### src/rtl/wb_regfile.sv
// Write-back stage register, 32-entry register file with two forwarding read ports,
// and a wrapping counter of committed writes.
module wb_regfile #(
    parameter int DATA_W = 32,
    parameter int ADDR_W = 5,
    parameter int NREG   = 32,
    parameter int CNT_W  = 16
) (
    input  logic              clk,
    input  logic              rst,
    input  logic [ADDR_W-1:0] wd_i,
    input  logic              wreg_i,
    input  logic [DATA_W-1:0] wdata_i,
    input  logic              stall_i,
    input  logic              flush_i,
    input  logic              re1_i,
    input  logic [ADDR_W-1:0] raddr1_i,
    output logic [DATA_W-1:0] rdata1_o,
    input  logic              re2_i,
    input  logic [ADDR_W-1:0] raddr2_i,
    output logic [DATA_W-1:0] rdata2_o,
    output logic [ADDR_W-1:0] wb_wd_o,
    output logic              wb_wreg_o,
    output logic [DATA_W-1:0] wb_wdata_o,
    output logic [CNT_W-1:0]  commit_cnt_o
);

    logic [DATA_W-1:0] regs [NREG];
    logic [ADDR_W-1:0] wb_wd;
    logic              wb_wreg;
    logic [DATA_W-1:0] wb_wdata;
    logic [CNT_W-1:0]  commit_cnt;
    logic              commit;

    // A stalled entry waits; a flush still lets the older entry retire.
    assign commit = wb_wreg && (wb_wd != '0) && (int'(wb_wd) < NREG)
                    && (!stall_i || flush_i);

    always_ff @(posedge clk or posedge rst) begin
        if (rst) begin
            wb_wd      <= '0;
            wb_wreg    <= 1'b0;
            wb_wdata   <= '0;
            commit_cnt <= '0;
            for (int i = 0; i < NREG; i++) begin
                regs[i] <= '0;
            end
        end else begin
            if (commit) begin
                regs[wb_wd] <= wb_wdata;
                commit_cnt  <= commit_cnt + CNT_W'(1);
            end
            if (flush_i) begin
                wb_wd    <= '0;
                wb_wreg  <= 1'b0;
                wb_wdata <= '0;
            end else if (!stall_i) begin
                wb_wd    <= wd_i;
                wb_wreg  <= wreg_i;
                wb_wdata <= wdata_i;
            end
        end
    end

    // Youngest value wins: execute result, then the stage register, then the array.
    function automatic logic [DATA_W-1:0] read_port(input logic re,
                                                    input logic [ADDR_W-1:0] raddr);
        logic [DATA_W-1:0] val;
        val = '0;
        if (!re || raddr == '0) begin
            val = '0;
        end else if (wreg_i && raddr == wd_i && !flush_i) begin
            val = wdata_i;
        end else if (wb_wreg && raddr == wb_wd) begin
            val = wb_wdata;
        end else if (int'(raddr) < NREG) begin
            val = regs[raddr];
        end
        return val;
    endfunction

    always_comb begin
        rdata1_o = read_port(re1_i, raddr1_i);
        rdata2_o = read_port(re2_i, raddr2_i);
    end

    assign wb_wd_o      = wb_wd;
    assign wb_wreg_o    = wb_wreg;
    assign wb_wdata_o   = wb_wdata;
    assign commit_cnt_o = commit_cnt;

endmodule
### config.mk
export PLATFORM = sky130hd
export DESIGN_NAME = wb_regfile
export DESIGN_NICKNAME = d
export VERILOG_FILES = /design/src/rtl/wb_regfile.sv
export SDC_FILE = /design/constraint.sdc
export NUM_CORES = 2
export LEC_CHECK = 0
export BUFFER_PORTS_ARGS = -buffer_cell sky130_fd_sc_hd__buf_2
export CORE_ASPECT_RATIO = 1.1
export CORE_MARGIN = 5
export CORE_UTILIZATION = 30
export CTS_CLUSTER_SIZE = 40
export DETAILED_ROUTE_END_ITERATION = 8
export SYNTH_ARGS = -nofsm -noshare
export SYNTH_HDL_FRONTEND = slang
export SYNTH_SLANG_ARGS = --single-unit
### constraint.sdc
create_clock -name clk -period 40.1 [get_ports clk]
set_input_delay 2.005 -clock clk [delete_from_list [all_inputs] [get_ports clk]]
set_output_delay 2.005 -clock clk [all_outputs]
set_load 0.02 [all_outputs]
==> summary.md <==
| Metric | Value |
|---|---|
| Peak supply drop | around 36 uV |
| Core region area | about 190,000 um2 |
| Element type at the critical path start | primary input |
| Path depth of the worst reg2reg path | 5 |
| Async set-reset flop share out of synthesis | 100.0% |
| Placed Instances | about 6,400 |
| Nets@finish | about 4,000 |
| Clock latency reported for the late side of the worst-skew pair | 0.76 ns |
| Destination of the worst register-to-register timing path | regs[357]$_DFFE_PP0P_ |
| Most frequent cells after synthesis | dfrtp_1 (1,078), mux2_2 (1,027), mux4_2 (442) |
| Maximum number of pins on one net before global-route repair | around 180 |
| Total power divided by cell area | between 30 and 40 nW/um2 |
| Fin. max-slew vios | 0 |
| Startpoint of the lowest-slack hold path | regs[1006]$_DFFE_PP0P_ |
| Yosys top cell area share | between 40% and 50% |
| Post-Syn Area | ~58,000 um2 |
| Yosys warns | 0 |
| Total area of multi-input combinational cells | ~29,000 um2 |
| Die boundary width | 428.6 um |
| Number of setup violations in the final report | 0 |
| Worst setup skew after layout | about 0.038 ns |
| Type of the worst setup path | primary input to output port |
| Standard-cell rows | about 170 |
| Finished Core Util | between 30 and 40% |
| Drt drc | 0 |
| Dominant cell type by area after synthesis | dfrtp_1 |
| Count of hold buffers inserted by post-cts repair | 0 |
| Sink Count | 1,078 |
| Fin area | approximately 65,000 um2 |
| Result of the run | finished clean |
| Sequential-to-total area share from yosys stat | 46.65% |
| Clock tree from TritonCTS | done |
| Sequential standard cell area | between 20,000 and 30,000 um2 |
| Growth of design area from synthesis to finish | 12.57% |
| Post-CTS setup buffer count | 0 |
| Vias in the first global route | ~40,000 |
| Endpoint arrival time on the critical path | about 6.4 ns |
| Last weighted congestion value of the routability-driven placer | 0.8300 |
| Number of placed I/O pins | between 150 and 200 |
| Max frequency | around 0.12 GHz |
| Flip-flop and latch count after synthesis | 1,078 |
| Global-route congestion overflow total | 0 |
| Count of nets left with antenna violations after detail routing | 0 |
| Post-layout instance count excluding filler cells | 6,650 |
| Number of cells upsized or downsized after cts | 0 |
| Starting density of the core | 30.09% |
| First-pass detailed-route iteration total | 6 |
| Register clock-pin slew on the reported worst setup and hold paths | about 0.060 ns |
| DR iter-0 viols | 4,018 |
| Total power draw | 2.495 mW |
| Crit path required time | approximately 38 ns |
| Port Buffer Count | approximately 170 |
| Placed cell areas | between 60,000 and 70,000 um2 |
| Post-Route WL | 208.5 mm |
| Tightest Pin Transition | between 1 and 1.5 ns |
| Post-route setup TNS | 0 ns |
| Vias | 38,860 |
| Num CTS Buffers | 117 |
| Hold endpoint | regs[1006]$_DFFE_PP0P_ |
| RSZ-0062 raised after global routing | no |
| Fraction of final layout cells sized beyond drive strength 1 | slightly below 50% |
| Global router's overall resource usage | between 20% and 30% |
| Maximum root-to-sink buffer count | 3 |
| Antenna violations before repair | 13 |
| Cell types occupying the most area after synthesis | dfrtp_1 (47%), mux2_2 (20%), mux4_2 (17%) |
| Static leakage | 29.27 nW |
| Filler instances | 18,620 |
| Overall die height | around 470 um |
| Die Footprint | just over 200,000 um2 |
| Max Cap Viol | 0 |
| Launch instance of the worst register-to-register path | wb_wd_o[2]$_DFFE_PP0N_ |
| Final critical-path share of the clock period | 20.92% |
| Reg2Reg Setup Slack | between 30 and 40 ns |
| Half-perimeter wire length of the detailed placement result | roughly 130 mm |
| Headroom to the max-slew limit | between 10 and 15% |
| CTS Root Buffer Type | clkbuf_16 |
| Vias/cell | 5.844 |
| Library cells used by synthesis | 57 |
| Commonest register cell after synthesis | dfrtp_1 |
| Worst hold-check path type | flop to flop |
| Count of cells along the worst hold path | 0 |
| Hold Fails Final Rpt | 0 |
| Routed length per placed instance | between 30 and 40 um |
| Most used standard cell by instance count after synthesis | dfrtp_1 |
| Element type at the critical path end | output port |
| H-Tree Depth | 3 |
| Largest fanout of any net on the critical path | 82 |
| Final period demand of the worst path | around 8.4 ns |
| Synth Net Count | approximately 4,000 |
| Mean cell area of the mapped netlist | around 14 um2 |
| Global-route wire length before repair | 299.9 mm |
| Count of mapped cells out of synthesis | between 4,000 and 5,000 |
| Number of synthesized flops with an enable pin | 0 |
[metrics by stage]
step / hold slack [ns] / setup WS [ns]
3_3_place_gp: 0.3774 / 31.72
2_1_floorplan: 0.4413 / 7.747
3_5_place_dp: 0.3823 / 31.70
5_1_grt: 0.4041 / 31.50
6_report: 0.4005 / 31.71
4_1_cts: 0.3973 / 31.68
[per-layer routing]
layer / GRT usage (%) / wire (um)
met5: 0 / 0
met4: 9.498 / 11170
met3: 3.969 / 16220
met2: 32.23 / 97620
met1: 26.43 / 83500
[logic make-up after synthesis]
| family | Yosys count | synth area share [%] |
|---|---|---|
| buf+inv | 480 | 3.877 |
| mux | 1692 | 41.07 |
| xor+xnor | 35 | 0.5301 |
| compound gates | 426 | 5.301 |
| flops | 1078 | 46.65 |
| fa+ha+maj | 1 | 0.02163 |
| simple gates | 311 | 2.551 |
[critical path, cell delays in order]
cell and delay [ns]:
buf_8 0.19, buf_4 0.53, buf_12 0.58, buf_4 0.83
mux4_2 0.37, a22oi_1 0.08, nand3_1 0.14, nand2_1 0.11
a21oi_1 0.98, buf_2 0.33
[state kept, by name, indices dropped and copies added, names as in the netlist]
register and cells:
wb_wdata_o 32, wb_wreg_o 1, regs 1024, wb_wd_o 5
commit_cnt_o 16
[final cells by class]
cell class | count | share of cell area, %
clock buffer | 165 | 5.301
tap | 2565 | 4.930
timing repair buffer | 298 | 2.975
inverter | 22 | 0.1384
sequential | 1078 | 41.44
multi-input combinational | 2465 | 44.38
clock inverter | 51 | 0.8149
antenna | 6 | 0.02306
[power breakdown]
group | leakage, nW | internal, mW | switching [mW]
sequential | 15.0 | 1.11 | 0.0287
combinational | 12.3 | 0.0813 | 0.146
clock | 1.96 | 0.644 | 0.482
total | 29.3 | 1.84 | 0.657
[placed cells by master (no fill, tap or decap), types with 51 or more instances in the layout]
cell       netlist  final
buf_2          172    162
a22oi_1         95     95
clkbuf_16        0    119
nor2_1          80     51
mux2i_1        223    223
nand2_1        103    102
o221ai_1        82     82
a21oi_1        106    106
mux2_2        1027   1027
buf_4           37    126
dfrtp_1       1078   1078
mux4_2         442    442
[worst max path at each step]
stage          slack [ns]                     endpoint  cells after the start         from
6_report            31.71                 rdata1_o[13]                     10  raddr1_i[0]
5_1_grt             31.50                 rdata1_o[13]                     10  raddr1_i[0]
4_1_cts             31.68                 rdata1_o[13]                     10  raddr1_i[0]
3_5_place_dp        31.70                 rdata1_o[13]                     10  raddr1_i[0]
3_3_place_gp        31.72                 rdata1_o[13]                     10  raddr1_i[0]
2_1_floorplan        7.75  commit_cnt_o[0]$_DFFE_PP0P_                      1          rst
No activity file was read; power rests on OpenSTA's default activity.
